### config.mk
export PLATFORM = sky130hd
export DESIGN_NAME = uart_rx_fifo_flat
export DESIGN_NICKNAME = d
export VERILOG_FILES = /design/src/rtl/uart_rx_fifo_if.sv /design/src/rtl/uart_rx_fifo.sv /design/src/flat_wrapper.sv
export SDC_FILE = /design/constraint.sdc
export NUM_CORES = 1
export LEC_CHECK = 0
export ABC_CLOCK_PERIOD_IN_PS = 4000
export CAP_MARGIN = 30
export CORE_ASPECT_RATIO = 0.6
export CORE_MARGIN = 2
export CORE_UTILIZATION = 50
export DETAILED_ROUTE_END_ITERATION = 6
export PLACE_DENSITY = 0.74
export SLEW_MARGIN = 20
export SYNTH_ARGS = -nofsm -noshare
export SYNTH_HDL_FRONTEND = slang
export SYNTH_SLANG_ARGS = --single-unit
### constraint.sdc
create_clock -name clk -period 4 [get_ports clk]
set_clock_uncertainty 0.15 [all_clocks]
set_input_delay 0.8 -clock clk [delete_from_list [all_inputs] [get_ports clk]]
set_output_delay 0.8 -clock clk [all_outputs]
set_load 0.01 [all_outputs]
### src/rtl/uart_rx_fifo_if.sv
// Receive-side FIFO bus: receiver strobes in, FWFT valid/ready out, status.
// Stats signals exist only when UART_RX_FIFO_STATS_EN is defined.
interface uart_rx_fifo_if #(
    parameter int unsigned DEPTH = 16
);
    localparam int unsigned AW = $clog2(DEPTH);

    logic [7:0]  in_data;
    logic        in_valid;
    logic        in_error;
    logic [7:0]  out_data;
    logic        out_valid;
    logic        out_ready;
    logic [AW:0] count;
    logic        full;
    logic        empty;
    logic        overflow;
    logic        ovf_clr;
`ifdef UART_RX_FIFO_STATS_EN
    logic [15:0] frame_err_cnt;
    logic [15:0] drop_cnt;
    logic        stats_clr;
`endif

    // Receiver/consumer side
    modport master (
        output in_data, in_valid, in_error, out_ready, ovf_clr,
`ifdef UART_RX_FIFO_STATS_EN
        output stats_clr,
        input  frame_err_cnt, drop_cnt,
`endif
        input  out_data, out_valid, count, full, empty, overflow
    );

    // FIFO side
    modport slave (
        input  in_data, in_valid, in_error, out_ready, ovf_clr,
`ifdef UART_RX_FIFO_STATS_EN
        input  stats_clr,
        output frame_err_cnt, drop_cnt,
`endif
        output out_data, out_valid, count, full, empty, overflow
    );
endinterface

### src/rtl/uart_rx_fifo.sv
// UART receive byte FIFO: non-stallable push, FWFT pop, sticky overflow.
// Optional saturating frame-error/drop counters under UART_RX_FIFO_STATS_EN.
module uart_rx_fifo #(
    parameter int unsigned DEPTH = 16
) (
    input  logic           clk,
    input  logic           rst_,
    uart_rx_fifo_if.slave  bus
);
    localparam int unsigned AW = $clog2(DEPTH);

    logic [7:0]  mem_q [DEPTH];
    logic [AW:0] wr_ptr_q, wr_ptr_d;
    logic [AW:0] rd_ptr_q, rd_ptr_d;
    logic        ovf_q, ovf_d;
    logic        empty_c, full_c, pop_c, push_c, drop_c;

    // Extra pointer MSB separates full from empty when the indices match
    assign empty_c = (wr_ptr_q == rd_ptr_q);
    assign full_c  = (wr_ptr_q[AW] != rd_ptr_q[AW]) &&
                     (wr_ptr_q[AW-1:0] == rd_ptr_q[AW-1:0]);
    assign pop_c   = !empty_c && bus.out_ready;
    assign push_c  = bus.in_valid && (!full_c || pop_c);
    assign drop_c  = bus.in_valid && full_c && !pop_c;

    always_comb begin
        wr_ptr_d = wr_ptr_q;
        rd_ptr_d = rd_ptr_q;
        ovf_d    = ovf_q;
        if (push_c) wr_ptr_d = wr_ptr_q + (AW+1)'(1);
        if (pop_c)  rd_ptr_d = rd_ptr_q + (AW+1)'(1);
        if (drop_c)           ovf_d = 1'b1;
        else if (bus.ovf_clr) ovf_d = 1'b0;
    end

    always_ff @(posedge clk or negedge rst_) begin
        if (!rst_) begin
            wr_ptr_q <= '0;
            rd_ptr_q <= '0;
            ovf_q    <= 1'b0;
        end else begin
            wr_ptr_q <= wr_ptr_d;
            rd_ptr_q <= rd_ptr_d;
            ovf_q    <= ovf_d;
        end
    end

    // Storage is intentionally left unreset
    always_ff @(posedge clk) begin
        if (push_c) mem_q[wr_ptr_q[AW-1:0]] <= bus.in_data;
    end

    assign bus.out_data  = empty_c ? 8'h00 : mem_q[rd_ptr_q[AW-1:0]];
    assign bus.out_valid = !empty_c;
    assign bus.count     = wr_ptr_q - rd_ptr_q;
    assign bus.full      = full_c;
    assign bus.empty     = empty_c;
    assign bus.overflow  = ovf_q;

`ifdef UART_RX_FIFO_STATS_EN
    logic [15:0] ferr_q, ferr_d;
    logic [15:0] drop_q, drop_d;

    // Saturating counters; a clear coinciding with an event leaves 1
    always_comb begin
        ferr_d = ferr_q;
        drop_d = drop_q;
        if (bus.stats_clr)                      ferr_d = 16'(bus.in_error);
        else if (bus.in_error && ferr_q != 16'hFFFF) ferr_d = ferr_q + 16'd1;
        if (bus.stats_clr)                      drop_d = 16'(drop_c);
        else if (drop_c && drop_q != 16'hFFFF)  drop_d = drop_q + 16'd1;
    end

    always_ff @(posedge clk or negedge rst_) begin
        if (!rst_) begin
            ferr_q <= '0;
            drop_q <= '0;
        end else begin
            ferr_q <= ferr_d;
            drop_q <= drop_d;
        end
    end

    assign bus.frame_err_cnt = ferr_q;
    assign bus.drop_cnt      = drop_q;
`else
    logic unused_in_error;
    assign unused_in_error = bus.in_error;
`endif
endmodule

### src/flat_wrapper.sv
// flat-port wrapper written by rule: the top's interface ports become plain ports
module uart_rx_fifo_flat 
#(
    parameter int unsigned DEPTH = 16
)
  (clk, rst_, bus_in_data, bus_in_valid, bus_in_error, bus_out_ready, bus_ovf_clr, bus_out_data, bus_out_valid, bus_count, bus_full, bus_empty, bus_overflow);
  uart_rx_fifo_if #(.DEPTH(DEPTH)) bus_i ();
  input  logic clk;
  input  logic rst_;
  input wire logic [$bits(bus_i.in_data)-1:0] bus_in_data;
  input wire logic [$bits(bus_i.in_valid)-1:0] bus_in_valid;
  input wire logic [$bits(bus_i.in_error)-1:0] bus_in_error;
  input wire logic [$bits(bus_i.out_ready)-1:0] bus_out_ready;
  input wire logic [$bits(bus_i.ovf_clr)-1:0] bus_ovf_clr;
  output wire logic [$bits(bus_i.out_data)-1:0] bus_out_data;
  output wire logic [$bits(bus_i.out_valid)-1:0] bus_out_valid;
  output wire logic [$bits(bus_i.count)-1:0] bus_count;
  output wire logic [$bits(bus_i.full)-1:0] bus_full;
  output wire logic [$bits(bus_i.empty)-1:0] bus_empty;
  output wire logic [$bits(bus_i.overflow)-1:0] bus_overflow;
  assign bus_i.in_data = bus_in_data;
  assign bus_i.in_valid = bus_in_valid;
  assign bus_i.in_error = bus_in_error;
  assign bus_i.out_ready = bus_out_ready;
  assign bus_i.ovf_clr = bus_ovf_clr;
  assign bus_out_data = bus_i.out_data;
  assign bus_out_valid = bus_i.out_valid;
  assign bus_count = bus_i.count;
  assign bus_full = bus_i.full;
  assign bus_empty = bus_i.empty;
  assign bus_overflow = bus_i.overflow;
  uart_rx_fifo #(.DEPTH(DEPTH)) u_core (.clk(clk), .rst_(rst_), .bus(bus_i));
endmodule
# == Word level (Yosys, flattened, before mapping) ==
# Memory sizes are Yosys's and may differ from the RTL's.
# Index checks and enable logic that the tools add are counted.
# Widths: inputs -> output; s select.
# op_classes
add_sub_neg,3
n_eq_ne,3
muxes,5
n_reduce_logical,10
# ops
cell,n
$add 5x1->5 const B,2
$mux 8,1
$eq 5x5->1,1
$logic_and 1x1->1,5
$sub 5x5->5,1
$eq 4x4->1,1
$mux 1,4
$logic_not 1->1,3
$reduce_bool 2->1,1
$logic_or 1x1->1,1
$ne 1x1->1,1
# word_totals
ff_bits,11
mem_count,1
out_inout_bits,17
input_bits,14
ramBits,128
elab_cells,25
# memory_table
memory,depth,width,rd,rd_ports_with_merged_regs,write_ports,line_no,source
u_core.mem_q,16,8,1,0,1,uart_rx_fifo.sv:12,logic [7:0] mem_q [DEPTH];

# == Logic depth before layout (Yosys ltp) ==
# logic_depth
ltp_word,7
ltp_mapped,10
ltp_nobuf,7

# == Least setup slack after synthesis ==
# Ideal clock, no wire load.
# synth_timing
path_type,register to output
start,register u_core.rd_ptr_q[1]
end,output port bus_out_data[6]
arrival_time_ns,2.342
n_path_buf,3
t_required_ns,3.050
slack_ns,0.708
path_stages_with_launch,11
cell_sequence,dfrtp_1 -> clkbuf_1 -> clkbuf_1 -> inv_1 -> ha_1 -> nand4_2 -> or2_1 -> buf_4 -> inv_4 -> nor3_4 -> a221o_1
# synth_between
elab_chain_len,2
elab_cells_between_ends,3
# synth_rtl
item,line_no,source
from (decl),uart_rx_fifo.sv:14,"logic [AW:0] rd_ptr_q, rd_ptr_d;"
from (signal assigned),uart_rx_fifo.sv:43,rd_ptr_q <= rd_ptr_d;
$eq 5x5->1,uart_rx_fifo.sv:19,assign empty_c = (wr_ptr_q == rd_ptr_q);
net bus_empty,flat_wrapper.sv:19,output wire logic [$bits(bus_i.empty)-1:0] bus_empty;
$mux 8,uart_rx_fifo.sv:53,assign bus.out_data = empty_c ? 8'h00 : mem_q[rd_ptr_q[AW-1:0]];
to (decl),flat_wrapper.sv:15,output wire logic [$bits(bus_i.out_data)-1:0] bus_out_data;
# The timed path passes the listed nets, and every way through them passes these cells.

# == Worst setup path in the final report ==
# layout_timing
start,register u_core.rd_ptr_q[3]
end,output port bus_out_data[3]
# layout_between
elab_chain_len,2
elab_cells_between_ends,3
# layout_rtl
item,line_no
$mem_v2 16x8 / $eq 5x5->1 (equally long branches),n/a
$mux 8 (*),uart_rx_fifo.sv:53
# Every way passes the cells marked *; elsewhere a longest branch is shown, timed or not.

==> results.json <==
{
  "multi_input_gate_area_mm2": 0.00153,
  "dieHeight_um": 87.3,
  "yosys.area.top_type": "sky130_fd_sc_hd__edfxtp_1",
  "wl_um": 11400,
  "synthDominantCellAreaShare": 0.665,
  "report.final.hold_viol_count": 0,
  "synth.avg_cell_area_um2": 19.6,
  "timing.hold.worst.class": "register to register",
  "worst-slew-pin-transition_ps": 914,
  "outcome": "complete, no violations",
  "grt_remaining_overflow": 0,
  "cts_tree": "built",
  "groute.usage.overall": 0.205,
  "route.detailed.drc": 0,
  "clock.fmax_mhz": 256,
  "final_core_utilization": 0.613,
  "ys_seq_elements": 139,
  "synth_common_cells": "sky130_fd_sc_hd__edfxtp_1, sky130_fd_sc_hd__nand2_1, sky130_fd_sc_hd__mux4_1, sky130_fd_sc_hd__mux4_2, sky130_fd_sc_hd__dfrtp_1",
  "timing.max_slew.rel_slack": 0.388,
  "worst_setup_hold_path_clk_slew_ps": 60,
  "rr_worst_depth": 6,
  "io_buffers": 29,
  "critPathRequiredTime_ps": 3050,
  "clock_latency_ps": 410,
  "max_cap_violations": 0,
  "grt_max_degree": 36,
  "boundaryPins": 31,
  "critPathLaunch": "u_core.rd_ptr_q[3]$_DFFE_PN0P_",
  "synthArstFlopShare": 0.0791,
  "timing.final.max_slew_violations": 0,
  "yosys.cell_types.count": 40,
  "syn_area_mm2": 0.00578,
  "drt_iter0_markers": 408,
  "finalCriticalPeriod_ps": 3900,
  "vdd_ir_drop_max_v": 0.000499,
  "root_buffer": "sky130_fd_sc_hd__clkbuf_16",
  "power.density_mw_per_mm2": 810,
  "max-clock-path-buffers": 2,
  "register_area_mm2": 0.00412,
  "critical_path_class": "register to output pin",
  "core_region_area_mm2": 0.0113,
  "die_x_um": 143,
  "number_of_buffers_added_by_the_clock_tree_synthesis_step": 17,
  "gp_congestion": 0.795,
  "yosys.cell_count.top_type": "sky130_fd_sc_hd__edfxtp_1",
  "layout.nets": 365,
  "final.fill_count": 801,
  "number_of_antenna_violations_at_the_first_check_in_global_routing": 0,
  "clkSinkCount": 139,
  "crit_path_end_kind": "output pin",
  "setup_viol_count_final": 0,
  "ys_top_cells_by_area": "sky130_fd_sc_hd__edfxtp_1, sky130_fd_sc_hd__mux4_1, sky130_fd_sc_hd__mux4_2, sky130_fd_sc_hd__dfrtp_1, sky130_fd_sc_hd__ha_1",
  "syn_to_final_growth_pct": 19.8,
  "grt_first_pass_wirelength_um": 17500,
  "post-dp-hpwl_um": 7120,
  "synthesis.nets": 319,
  "hp-start": "u_core.bus.overflow$_DFFE_PN0P_",
  "layout_worst_path_cycle_share": 0.976,
  "r2r_end": "u_core.mem_q[2][6]$_DFFE_PP_",
  "core.rowCount": 30,
  "synth_seq_area_share": 0.713,
  "crit_path_max_fo": 8,
  "start_kind": "register",
  "yosys_warnings": 0,
  "whs_path_depth": 2,
  "num_vias": 2907,
  "n_antenna_cell": 0,
  "worstHoldEndpoint": "u_core.bus.overflow$_DFFE_PN0P_",
  "vias_per_cell": 5.66,
  "post_synth_inst_count": 295,
  "synth-edff-count": 128,
  "worstPathArrival_ps": 2950,
  "drt.antenna.violating_nets": 0,
  "final_layout_size_suffix_gt1_frac": 0.195,
  "design.die.area_mm2": 0.0125,
  "drtPass1Iterations": 4,
  "grt_pass1_vias": 2943,
  "reg2reg_setup_slack_ps": 1520,
  "p_leak_uw": 0.00241,
  "h_tree_lvls": 4,
  "detail_route.wl_per_cell_um": 22.2,
  "grt_setup_unrepaired": "false",
  "dominantRegCellSynth": "sky130_fd_sc_hd__edfxtp_1",
  "initial_core_util": 0.511,
  "postCtsHoldBufs": 0,
  "setup_total_negative_slack_ps": 0,
  "critical_path.reg2reg.startpoint": "u_core.rd_ptr_q[3]$_DFFE_PN0P_"
}
final cells by class:
cell class | instances | area share
repair buffers | 40 | 0.0593
multi-input cells | 134 | 0.221
inverters | 9 | 0.00524
clock inverters | 14 | 0.0284
well taps | 160 | 0.0289
clock buffers | 18 | 0.0620
flip-flops and latches | 139 | 0.595
state kept, by name, summed over array words and instances (netlist names):
| name | count |
|---|---|
| u_core.mem_q | 128 |
| u_core.wr_ptr_q | 5 |
| u_core.bus.overflow | 1 |
| u_core.rd_ptr_q | 5 |
critical path, stage by stage (launching register included):
cell and delay, ps:
sky130_fd_sc_hd__dfrtp_1 410, sky130_fd_sc_hd__inv_2 100, sky130_fd_sc_hd__ha_1 360, sky130_fd_sc_hd__nand4_2 170, sky130_fd_sc_hd__or2_4 320, sky130_fd_sc_hd__inv_4 90, sky130_fd_sc_hd__nor3_4 50, sky130_fd_sc_hd__buf_12 140
sky130_fd_sc_hd__a221o_1 390, sky130_fd_sc_hd__clkdlybuf4s50_1 510
stage by stage:
stage	cell area, um^2	hold WS (ps)	setup slack [ps]	total power (uW)	instances
after global placement	6240	352	365	3880	478
after detailed placement	6240	364	367	3920	478
after CTS	6920	379	49.4	5640	514
final	6920	381	95.9	5610	514
after floorplan	5780	327	708	3150	295
after global routing	6920	410	20.3	5860	514
per-layer routing:
layer	share of wire	vias up	wire, um	GRT usage
met5	0	-	0	0
met4	0.0067	0	76	0.0684
met3	0.098	7	1120	0.0566
met2	0.46	117	5240	0.295
met1	0.44	1491	4980	0.306
li1	-	1292	-	-
cells by family (layout without fill, tap and decap cells):
group / Yosys count / after routing / share of synthesized area
xor gates and xnor gates: 13 / 13 / 0.0210
buffers and inverters: 22 / 81 / 0.0227
adders and majority gates: 10 / 10 / 0.0230
DFF: 139 / 139 / 0.713
AOI/OAI and AO/OA: 25 / 25 / 0.0314
and+or+nand+nor: 53 / 53 / 0.0513
muxes: 33 / 33 / 0.138
power by group:
part	total (uW)	internal [uW]	switching (uW)	leakage, uW
Combinational	2100	1050	1050	0.000828
Sequential	1870	1780	88.4	0.00129
Clock	1640	1050	596	0.000296
Total	5610	3880	1730	0.00241
cell usage in the layout (no fill, tap or decap), drive strengths merged, types with 3 or more instances in the layout:
master / n
nor3: 3
mux4: 32
dfrtp: 11
and2: 4
nor2: 5
bufinv: 4
xor2: 3
clkdlybuf4s50: 29
a221o: 8
clkbuf: 18
inv: 10
nand2: 19
a21oi: 10
and3: 10
xnor2: 10
nand3: 6
o21ai: 3
buf: 11
edfxtp: 128
clkinvlp: 3
ha: 9
clkinv: 6
timing repair:
action	4_1_cts	5_1_grt
buffers inserted	4	0
pin swaps	2	0
endpoints found under the setup margin	8	5
resized for setup	0	1
worst max-delay path by stage:
stage / cells after the start / slack, ps / endpoint
after floorplan: 10 / 710 / bus_out_data[6]
after global placement: 7 / 360 / bus_out_data[3]
after detailed placement: 7 / 370 / bus_out_data[3]
after CTS: 9 / 50 / bus_out_data[3]
after global routing: 9 / 20 / bus_out_data[3]
final: 9 / 100 / bus_out_data[3]
(Power assumes the default switching activity.)
